==> config.mk <==
export PLATFORM = sky130hd
export DESIGN_NAME = pipe_skid_stage
export DESIGN_NICKNAME = d
export VERILOG_FILES = /design/src/rtl/pipe_pkg.sv /design/src/rtl/sat_counter.sv /design/src/rtl/pipe_skid_stage.sv
export SDC_FILE = /design/constraint.sdc
export NUM_CORES = 1
export LEC_CHECK = 0
export ABC_AREA = 0
export BUFFER_PORTS_ARGS = -buffer_cell sky130_fd_sc_hd__buf_2
export CORE_MARGIN = 3
export CORE_UTILIZATION = 35
export CTS_CLUSTER_DIAMETER = 30
export DETAILED_ROUTE_END_ITERATION = 7
export PLACE_DENSITY = 0.53
export SYNTH_ARGS = -nofsm -noshare
export SYNTH_HDL_FRONTEND = slang
export SYNTH_SLANG_ARGS = --single-unit
==> constraint.sdc <==
create_clock -name clk -period 2.1 [get_ports clk]
set_input_delay 0.105 -clock clk [delete_from_list [all_inputs] [get_ports clk]]
set_output_delay 0.105 -clock clk [all_outputs]
set_load 0.02 [all_outputs]
==> src/rtl/pipe_pkg.sv <==
// pipe_pkg: shared state encoding and default widths for the pipeline skid stage
package pipe_pkg;
    typedef enum logic [1:0] {EMPTY = 2'd0, ONE = 2'd1, FULL = 2'd2} state_t;
    localparam int DATA_W_DEF = 96;
    localparam int CNT_W_DEF = 16;
endpackage

==> src/rtl/sat_counter.sv <==
// sat_counter: saturating up-counter with synchronous clear
module sat_counter #(
    parameter int W = 16
) (
    input  logic         clk,
    input  logic         clr,
    input  logic         inc,
    output logic [W-1:0] q
);
    always_ff @(posedge clk)
        if (clr) q <= '0;
        else if (inc && !(&q)) q <= q + 1'b1;
endmodule

==> src/rtl/pipe_skid_stage.sv <==
// pipe_skid_stage: two-entry skid buffer with registered in_ready, flush and stall/flush counters
module pipe_skid_stage
    import pipe_pkg::*;
#(
    parameter int DATA_W = DATA_W_DEF,
    parameter int CNT_W = CNT_W_DEF,
    parameter logic [DATA_W-1:0] BUBBLE = '0
) (
    input  logic              clk,
    input  logic              rst,
    input  logic              flush,
    input  logic              in_valid,
    output logic              in_ready,
    input  logic [DATA_W-1:0] in_data,
    output logic              out_valid,
    input  logic              out_ready,
    output logic [DATA_W-1:0] out_data,
    output logic [1:0]        occupancy,
    output logic [CNT_W-1:0]  stall_cnt,
    output logic [CNT_W-1:0]  flush_cnt
);
    state_t state;
    logic [DATA_W-1:0] main_q, skid_q;
    logic ready_q, in_xfer, out_xfer;
    assign in_ready = ready_q & ~flush;
    assign out_valid = state != EMPTY;
    assign out_data = main_q;
    assign occupancy = state;
    assign in_xfer = in_valid & in_ready;
    assign out_xfer = out_valid & out_ready;
    // ready_q mirrors (state != FULL) for the state being entered, so in_ready has no path from out_ready
    always_ff @(posedge clk)
        if (rst || flush) begin
            state <= EMPTY;
            main_q <= BUBBLE;
            skid_q <= BUBBLE;
            ready_q <= 1'b1;
        end else
            case (state)
                EMPTY: if (in_xfer) begin
                    main_q <= in_data;
                    state <= ONE;
                end
                ONE: if (in_xfer && out_xfer) main_q <= in_data;
                else if (out_xfer) begin
                    main_q <= BUBBLE;
                    state <= EMPTY;
                end else if (in_xfer) begin
                    skid_q <= in_data;
                    state <= FULL;
                    ready_q <= 1'b0;
                end
                FULL: if (out_xfer) begin
                    main_q <= skid_q;
                    skid_q <= BUBBLE;
                    state <= ONE;
                    ready_q <= 1'b1;
                end
                default: begin
                    state <= EMPTY;
                    main_q <= BUBBLE;
                    skid_q <= BUBBLE;
                    ready_q <= 1'b1;
                end
            endcase
    sat_counter #(.W(CNT_W)) u_stall (.clk(clk), .clr(rst), .inc(out_valid & ~out_ready), .q(stall_cnt));
    sat_counter #(.W(CNT_W)) u_flush (.clk(clk), .clr(rst), .inc(flush), .q(flush_cnt));
endmodule
Word level (Yosys, flattened, before mapping)
Index checks and enable logic that the tools add are counted.
{"block": "word_totals", "regBits": 227, "latch_bits": 0, "mem_bits_rw": 0, "rom_bits": 0, "in_bits": 101, "output_inout_bits": 132, "wordCells": 56, "n_memories": 0}
{"block": "op_classes", "n_addsub": 2, "multipliers": 0, "div_mod_pow": 0, "magnitude_cmp": 0, "eq_ne": 9, "n_shift": 0, "n_mux": 19, "n_bitwise": 7, "n_reduce_logical": 13}
{"op": "$mux W96", "count": 6}
{"op": "$pmux W96 S3", "count": 2}
{"op": "$add A16 B1 Y16 const B", "count": 2}
{"op": "$reduce_and A16 Y1", "count": 2}
{"op": "$mux W2", "count": 5}
{"op": "$ne A2 B2 Y1 const B", "count": 5}
{"op": "$ne A3 B3 Y1 const B", "count": 2}
{"op": "$pmux W2 S3", "count": 1}
{"op": "$reduce_and A5 Y1", "count": 1}
{"op": "$and A1 B1 Y1", "count": 4}
{"op": "$mux W1", "count": 4}
{"op": "$reduce_and A4 Y1", "count": 1}
{"op": "$logic_and A1 B1 Y1", "count": 3}
{"op": "$not A1 Y1", "count": 3}
{"op": "$pmux W1 S3", "count": 1}
{"op": "$reduce_and A3 Y1", "count": 1}
{"op": "$eq A2 B1 Y1 const B", "count": 1}
{"op": "$eq A2 B2 Y1 const B", "count": 1}
{"op": "$logic_not A1 Y1", "count": 2}
{"op": "$logic_not A2 Y1", "count": 1}
{"op": "$reduce_bool A2 Y1", "count": 1}
{"op": "$logic_or A1 B1 Y1", "count": 1}

Longest topological paths before layout
Gate-level depths: netlist (run 1).
{"block": "depth", "depth_word": 7, "ltp_mapped": 7, "mapped_depth_nobuf": 5}

Cells and area by module
Synthesis (run 1) repeated with hierarchy kept, for this count alone.
{"block": "hier_totals", "cells_unflattened": 1046, "hier_area_um2": 9773.1}
{"module": "pipe_skid_stage", "n_inst": 1, "cells_each": 854, "area_each_um2": 8106.5, "seq_area_each_um2": 3903.7}
{"module": "sat_counter", "n_inst": 2, "cells_each": 96, "area_each_um2": 833.3, "seq_area_each_um2": 320.3}

Worst setup path before layout (run 1)
OpenSTA, ideal clock, no wires.
{"block": "synth_timing", "kind": "flip-flop to flip-flop", "startpoint": "register u_stall.q[5]", "endpoint": "register u_stall.q[13]", "setup_ns": 0.070, "arrival_ns": 1.886, "required_time_ns": 2.030, "setup_slack_ns": 0.144, "stages_incl_launch_ff": 6, "n_path_buf": 1, "synth_period_minus_slack_ns": 1.956, "path_cell_list": "dfxtp_1 -> nand3_1 -> or4_1 -> buf_2 -> or4_1 -> a21oi_1"}
{"block": "synth_between", "elab_chain_cells": 3, "word_cells_on_any_way": 4, "cone_classes": "1 x add/sub; 3 x reduce/logical"}
{"element": "start: declaration", "line": "sat_counter.sv:8", "rtl": "output logic [W-1:0] q"}
{"element": "start signal: assignment", "line": "sat_counter.sv:12", "rtl": "else if (inc && !(&q)) q <= q + 1'b1;"}
{"element": "parallel branches: the longest is 3 deep, another holds $add A16 B1 Y16"}
Several ways; the timed one is not identified.
A chain may end at the register's enable or synchronous reset.

Final worst setup path (run 1)
Ends and elaborated chain as after synthesis.

==> qor.yml, run 1 <==
status: "finished clean"
vias: 7874
wl_um: 26100
fmaxAchievable_mhz: 504
crit_arrival_ps: 2440
antenna_found_initial: 1
drt_pass1_iterations: 5
dieWidth_um: 162
fp.coreArea_um2: 23700
syn_to_final_growth_pct: 50.9
ys_ff_latch: 227
die_y_um: 162
vias_per_cell: 5.24
synthDistinctLibCells: 47
wl_per_cell_um: 17.3
path_buf_inv: 0
design_area_um2: 12800
cts_sinks: 227
layout_commonest_cell: "buf_2"
endpoint_kind: "flop"
drv_slew: 0
cts_resized: 0
drc_errors: 0
min_period_over_period_pct: 94.5
io_buffers: 232
rsz0062_at_grt: "false"
cts_root_buf: "clkbuf_16"
worstSetupStartpointType: "flop"
layout_min_cycle_time_ps: 1980
maxCapViolations: 0
ant_nets: 0
track_usage_pct: 19.3
cpMostUsedCell: "or4_1"
grt_pass1_wl_um: 41900
cts_tree: "done"
swShare_pct: 22.6
final_util_pct: 54.1
worst_pin_slew_ps: 507
synth_fp_nets: 908
setup_viol: 0
yosys_warnings: 0
clk_pin_slew_ps: 50
p_int_mw: 10.0
cp.required_ps: 2560
cts_made_buffers: 51
crit_family: "simple AND/OR/NAND/NOR gates"
vdd_drop_max_uv: 559
critPathSlowestCell: "or4_1"
path_max_fanout: 7
synth_enable_flop_cells: 0
die_area_um2: 26200
start_util_pct: 35.8
clock_skew_ps: 16.9
cts_max_level: 2
placementRows: 56
synth_flop_cell: "dfxtp_1"
p_clk_share_pct: 60.4
worstPathCellList: "nand3_1 -> or4_1 -> or4_1 -> a21oi_1"
fillers: 2162
io_pins: 233
dp_hpwl_um: 15200
finalHoldViolations: 0
drive_above_1_share_pct: 31.2
leakagePower_nw: 5.14
layout_common_cells: "232 x buf_2, 227 x dfxtp_1, 99 x dlygate4sd3_1"
tns_ps: 0
power.density_nw_per_um2: 1010
ys_seq_area_share_pct: 53.5
hold_ws_ps: 166
combinationalPowerShare_pct: 5.7
netlist_instances: 805
dr.first_iter.drc_count: 682
placed_cell_area_um2: 10100
clk-insertion-delay-late_ps: 530
first_global_vias: 7922
p_sw_mw: 2.94
synth_area_um2: 8490
grt_max_degree: 97
synthArstFlopShare_pct: 0
gp_congestion: 0.749
final_nets: 1243
synth_area_per_cell_um2: 10.5
critPathKind: "reg -> reg"
clk_path_buf_depth: 3
slowest_delay_ps: 680
overflow: 0
hold_path.class: "in -> reg"
slew_headroom_pct: 66.2
seqPwrFrac_pct: 33.9
## through the flow
stage	cells	worst slack [ps]	power [mW]
6_report	1503	116	13.0
5_1_grt	1503	38.7	13.5
4_1_cts	1502	135	13.2
3_5_place_dp	1307	152	5.07
3_3_place_gp	1307	189	5.07
2_1_floorplan	805	144	4.79
## worst register-to-register path: cells and delay by family (launching register included)
| kind | cells | cell delay (ps) |
|---|---|---|
| compound gates | 1 | 140 |
| simple gates | 3 | 1350 |
| flops | 1 | 430 |
## what timing repair did
| action | 4_1_cts | 5_1_grt |
|---|---|---|
| endpoints found under the setup margin | 0 | 0 |
| hold endpoints to repair | 195 | 0 |
| hold buffers | 99 | 0 |
| buffers inserted | 0 | 0 |
## per-layer routing
layer | up-vias | GRT usage (%) | part of all wire (%)
li1 | 3856 | - | -
met1 | 3769 | 25.8 | 46
met2 | 218 | 30.9 | 46
met3 | 31 | 5.33 | 6.6
met4 | 0 | 5.39 | 1.4
met5 | - | 0 | 0
## cells by family (layout without fill, tap and decap cells)
group                      Yosys count  after routing  synth area share (%)
muxes                               11             11                  1.40
AOI/OAI and AO/OA                  345            345                  31.9
DFF                                227            227                  53.5
other                                0              1                     0
and+or+nand+nor                    136            136                  8.83
buffers and inverters               83            461                  3.91
adders and majority gates            2              2                 0.295
xor gates and xnor gates             1              1                 0.103
## flip-flops by register name, summed over array words and instances (netlist names)
signal and count:
out_data 96, skid_q 96, u_flush.q 16, u_stall.q 16
occupancy 2, ready_q 1
## Yosys cell counts (all sizes together) (11+ instances only)
| cell type | instances | area [um^2] |
|---|---|---|
| a21oi | 19 | 95.1 |
| a22o | 80 | 701 |
| a22oi | 96 | 721 |
| buf | 19 | 91.3 |
| clkbuf | 57 | 214 |
| dfxtp | 227 | 4540 |
| nand2 | 25 | 93.8 |
| nand3 | 29 | 145 |
| nor2 | 19 | 71.3 |
| o21ai | 26 | 130 |
| o2bb2ai | 96 | 841 |
| or4 | 11 | 82.6 |
## power by group through the flow
stage	Combinational (mW)	Clock [mW]	Sequential, mW
2_1_floorplan	0.249	0	4.54
3_3_place_gp	0.590	0	4.48
3_5_place_dp	0.591	0	4.48
4_1_cts	0.742	8.01	4.40
5_1_grt	0.798	8.26	4.40
6_report	0.736	7.85	4.40
## final timing paths
check,depth (start not counted),end,slack [ps],startpoint
worst min-delay path,5,occupancy[1],170,in_valid
worst min register to register,1,out_data[71],450,out_data[71]
worst max register to register,4,u_stall.q[13],120,u_stall.q[5]
worst max-delay path,4,u_stall.q[13],120,u_stall.q[5]
## layout make-up
cell class | instances | area, um^2 | share of cell area [%]
sequential | 227 | 4540 | 35.5
multi-input combinational | 495 | 3640 | 28.5
timing repair buffer | 358 | 2440 | 19.1
clock buffer | 67 | 1450 | 11.3
tap | 319 | 399 | 3.12
clock inverter | 29 | 303 | 2.36
inverter | 7 | 26.3 | 0.205
antenna | 1 | 2.50 | 0.0195
Note: power is estimated with default switching activity, not from simulation.
==> inputs of run 2 (changes only) <==
- BUFFER_PORTS_ARGS: -buffer_cell sky130_fd_sc_hd__buf_2 -> -buffer_cell sky130_fd_sc_hd__buf_4
==> run 2 against run 1 <==
Against the previous run: via count grew 0.51%; cell count shrank 0.47%; flip-flop and latch count is the same; sequential power is essentially flat; combinational power grew 11%; routed wire length grew 2.5%; maximum frequency grew 3.6%; global-route usage grew 0.41 points; worst hold slack lost 7.7 ps; clock skew shrank 6.8 ps; core utilization grew 2.5 points; first-iteration DRC count shrank 29%.
==> qor.yml, run 2 (synthesis results as in run 1) <==
status: "finished clean"
power.density_nw_per_um2: 1000
syn_to_final_growth_pct: 58.0
ant_nets: 0
clk_pin_slew_ps: 50
setup_viol: 0
cts_max_level: 2
first_global_vias: 8071
min_period_over_period_pct: 91.2
dp_hpwl_um: 15800
seq_area_um2: 4540
rsz0062_at_grt: "false"
vias_per_cell: 5.29
holdBufCountCts: 98
multi_input_area_um2: 3640
drc_errors: 0
drive_above_1_share_pct: 30.7
worst_pin_slew_ps: 635
grt_pass1_wl_um: 42900
hold_path.class: "in -> reg"
vias: 7914
dieWidth_um: 162
io_pins: 233
fillers: 2135
layout_common_cells: "253 x buf_4, 227 x dfxtp_1, 98 x dlygate4sd3_1"
maxCapViolations: 0
slew_headroom_pct: 57.6
hold_ws_ps: 159
overflow: 0
endpoint_kind: "flop"
cts_sinks: 227
placementRows: 56
clk-insertion-delay-late_ps: 520
leakagePower_nw: 5.23
io_buffers: 232
vdd_drop_max_uv: 726
cp.required_ps: 2550
finalHoldViolations: 0
clock_skew_ps: 10.1
cts_made_buffers: 50
cts_resized: 0
layout_commonest_cell: "buf_4"
cts_tree: "done"
worstSetupStartpointType: "flop"
start_util_pct: 35.8
gp_congestion: 0.733
drt_pass1_iterations: 5
fmaxAchievable_mhz: 522
final_util_pct: 56.6
fp.coreArea_um2: 23700
cts_root_buf: "clkbuf_16"
clk_path_buf_depth: 3
antenna_found_initial: 1
wl_um: 26700
path_max_fanout: 7
critPathKind: "reg -> reg"
post_cts_buffers: 0
crit_arrival_ps: 2360
grt_max_degree: 66
dr.first_iter.drc_count: 483
die_area_um2: 26200
wl_per_cell_um: 17.8
final_nets: 1241
die_y_um: 162
tns_ps: 0
drv_slew: 0
layout_min_cycle_time_ps: 1920
track_usage_pct: 19.7
-- run 2: changes by cell type in the layout (fill, tap and decap cells not counted), sizes merged --
cell,before,now
bufinv,4,9
inv,9,7
dlygate4sd3,99,98
clkinv,18,12
clkinvlp,5,2
-- run 2: cell type report --
type	count	share of cell area (%)
Inverter	7	0.196
Multi-Input combinational cell	495	27.2
Tap cell	319	2.98
Antenna cell	1	0.0187
Clock buffer	67	10.7
Sequential cell	227	33.9
Timing Repair Buffer	357	22.4
Clock inverter	23	2.66
-- run 2: power by group --
group          internal (mW)  switching [mW]  leakage, nW
logic                  0.406           0.411         2.52
registers               4.37          0.0318         1.83
clock network           5.85            2.34        0.881
-- run 2: worst paths after layout --
path | endpoint | cells after the start | startpoint | slack [ps]
max | u_stall.q[15] | 5 | u_stall.q[5] | 180
max reg2reg | u_stall.q[15] | 5 | u_stall.q[5] | 180
min | skid_q[81] | 5 | rst | 160
min reg2reg | out_data[94] | 1 | out_data[94] | 460
-- run 2: metrics by stage --
stage / cells / instance area, um^2 / power (mW) / worst slack (ps)
3_3_place_gp: 1307 / 10600 / 5.15 / 226
6_report: 1496 / 13400 / 13.4 / 184
4_1_cts: 1495 / 13400 / 13.6 / 193
5_1_grt: 1496 / 13400 / 13.9 / 32.0
3_5_place_dp: 1307 / 10600 / 5.15 / 227
2_1_floorplan: 805 / 8490 / 4.79 / 144
-- run 2: worst max-delay path: stages (launching register included) --
cell and delay (ps):
dfxtp_1 420, nand3_1 150, or4_1 560, buf_4 180
or4_1 400, a21oi_1 140
-- run 2: per-layer routing --
metal	share of wire [%]	up-vias	track usage, %	wire, um
li1	-	3843	-	-
met1	45	3778	26.0	12000
met2	45	244	31.2	12100
met3	7.3	49	6.10	1960
met4	2.3	0	6.01	606
met5	0	-	0	0
==> inputs of run 3 (changes only) <==
- ABC_AREA: 0 -> 1
- PLACE_DENSITY: 0.53 -> 0.52
==> run 3 against run 2 <==
Against the previous run: sequential share of layout area shrank 5.3 points; flip-flop and latch count is the same; synthesized cell count grew 100%; clock power grew 16%; critical path depth grew 5; sequential power is essentially flat; largest power group unchanged.
==> qor.yml, run 3 <==
clk_path_buf_depth: 3
worstReg2RegEnd: "out_data[29]"
layout_common_cells: "657 x nand2_1, 262 x buf_4, 227 x dfxtp_1"
wl_um: 35900
cts_made_buffers: 57
rrSetupSlack_ps: 270
cts_max_level: 2
final_nets: 2044
antenna_found_initial: 2
die_y_um: 179
wl_per_cell_um: 15.1
synthDistinctLibCells: 24
drive_above_1_share_pct: 19.9
layout_min_cycle_time_ps: 1830
yosys.area.top_type: "dfxtp_1"
hold_path.class: "in -> reg"
dp_hpwl_um: 20400
swShare_pct: 22.2
fmaxAchievable_mhz: 547
io_pins: 233
cts_tree: "done"
combinationalPowerShare_pct: 8.0
drv_slew: 0
status: "finished clean"
place_ws_ps: 25.9
synthArstFlopShare_pct: 0
synth_area_um2: 10500
synth_enable_flop_cells: 0
clk_pin_slew_ps: 40
fillers: 2859
die_area_um2: 32200
leakagePower_nw: 6.56
design_area_um2: 15900
first_global_vias: 11182
grt_max_degree: 98
path_max_fanout: 48
io_buffers: 232
track_usage_pct: 21.6
rsz0062_at_grt: "false"
p_sw_mw: 3.36
hold_ws_ps: 119
cp.required_ps: 2500
rr_startpoint: "occupancy[0]"
yosysTopAreaCellShare_pct: 43.2
dr.first_iter.drc_count: 749
endpoint_kind: "flop"
yosys_warnings: 0
placed_cell_area_um2: 12800
ys_seq_area_share_pct: 43.2
syn_to_final_growth_pct: 51.4
power.density_nw_per_um2: 952
clock_skew_ps: 15.9
placementRows: 62
drt_pass1_iterations: 5
synth.area.top_cells: "dfxtp_1 43%, nand2_1 23%, nand3_1 10%"
layout_commonest_cell: "nand2_1"
crit_end: "out_data[29]"
vdd_drop_max_uv: 674
start_util_pct: 36.0
vias_per_cell: 4.91
ys_top_cells_by_count: "658 x nand2_1, 227 x dfxtp_1, 210 x nand3_1"
drc_errors: 0
maxCapViolations: 0
fp.coreArea_um2: 29200
cts_root_buf: "clkbuf_16"
post_cts_buffers: 0
grt_pass1_wl_um: 57200
vias: 11662
min_period_over_period_pct: 87.1
ant_nets: 0
crit_arrival_ps: 2220
tns_ps: 0
final_util_pct: 54.6
multi_input_area_um2: 5330
p_int_mw: 11.8
seq_area_um2: 4540
reg2regPathDepth: 10
worst_pin_slew_ps: 718
layout_setup_ws_ps: 271
gp_congestion: 0.804
overflow: 0
ys_ff_latch: 227
seqPwrFrac_pct: 29.2
setup_viol: 0
worstSetupStartpointType: "flop"
synth_flop_cell: "dfxtp_1"
worstSetupStartpoint: "occupancy[0]"
cts_sinks: 227
critPathKind: "reg -> reg"
dieWidth_um: 179
finalHoldViolations: 0
netlist_instances: 1616
synth_fp_nets: 1719
p_clk_share_pct: 62.8
slew_headroom_pct: 52.1
synth_area_per_cell_um2: 6.51
clk-insertion-delay-late_ps: 550
yosysMostFrequentCell: "nand2_1"
## run 3: changes by cell type in the layout (fill, tap and decap cells not counted), moves of 9 or more
cell | previous run | this run
a21oi_1 | 19 | 202
a22o_1 | 80 | 0
a22oi_1 | 96 | 0
buf_4 | 253 | 262
clkbuf_8 | 6 | 18
inv_1 | 7 | 43
nand2_1 | 25 | 657
nand3_1 | 29 | 210
nor2_1 | 17 | 99
nor2b_1 | 10 | 0
o2bb2ai_1 | 96 | 0
o31ai_1 | 10 | 0
or4_1 | 11 | 0
## run 3: area by class of cell
cell class | instances | share of cell area [%]
Sequential cell | 227 | 28.6
Timing Repair Buffer | 374 | 20.3
Clock buffer | 79 | 10.6
Multi-Input combinational cell | 1228 | 33.5
Tap cell | 384 | 3.02
Inverter | 53 | 1.30
Clock inverter | 28 | 2.72
Antenna cell | 1 | 0.0157
## run 3: how the worst min path moves through the flow
| stage | slack, ps | cells past startpoint | startpoint | end |
|---|---|---|---|---|
| floorplan | 250 | 2 | in_data[10] | skid_q[10] |
| finish | 120 | 4 | in_valid | occupancy[0] |
| detailed placement | 390 | 3 | in_data[78] | skid_q[78] |
| CTS | 100 | 5 | in_valid | occupancy[0] |
| global route | 120 | 5 | in_valid | occupancy[0] |
| global placement | 390 | 3 | in_data[68] | skid_q[68] |
## run 3: worst max-delay path, cell delays in order (launching register included)
cell and delay [ps]:
dfxtp_1 420, inv_2 60, nand2_1 120, clkinv_2 100, nand2_1 60, nand2_1 90, nor2_4 190, clkinv_2 160
clkbuf_16 290, nand2_1 100, a21oi_1 60
## run 3: stage by stage
stage | instances | total power, mW
2_1_floorplan | 1616 | 5.05
3_3_place_gp | 2166 | 5.54
3_5_place_dp | 2166 | 5.54
4_1_cts | 2372 | 15.3
5_1_grt | 2374 | 15.7
6_report | 2374 | 15.1
## run 3: power by group through the flow
stage	combinational, mW	clock, mW	sequential (mW)
floorplan	0.478	0	4.57
global placement	1.04	0	4.50
detailed placement	1.04	0	4.50
CTS	1.20	9.67	4.42
global route	1.33	9.93	4.43
finish	1.21	9.52	4.42
## run 3: kinds of logic (layout without fill, tap and decap cells)
logic type / count (synthesis) / in the layout / synth area share, %
AND/OR/NAND/NOR: 989 / 989 / 38.4
flip-flops: 227 / 227 / 43.2
AO/OA/AOI/OAI: 225 / 225 / 10.7
buffers and inverters: 161 / 534 / 6.39
XOR/XNOR: 12 / 12 / 1.00
adder cells (fa/ha/maj): 2 / 2 / 0.238
other: 0 / 1 / 0
## run 3: routing by layer
metal / part of all wire [%] / vias to the layer above / global-route usage (%)
met2: 46 / 325 / 36.2
met3: 6.2 / 57 / 4.62
met1: 46 / 5373 / 28.1
li1: - / 5905 / -
met4: 2.0 / 2 / 5.96
met5: 0.036 / - / 0
## run 3: what timing repair did
item,in CTS,in global routing
gates resized for setup,0,3
endpoints found under the setup margin,0,29
endpoints found under the hold margin,216,0
hold buffers,99,0
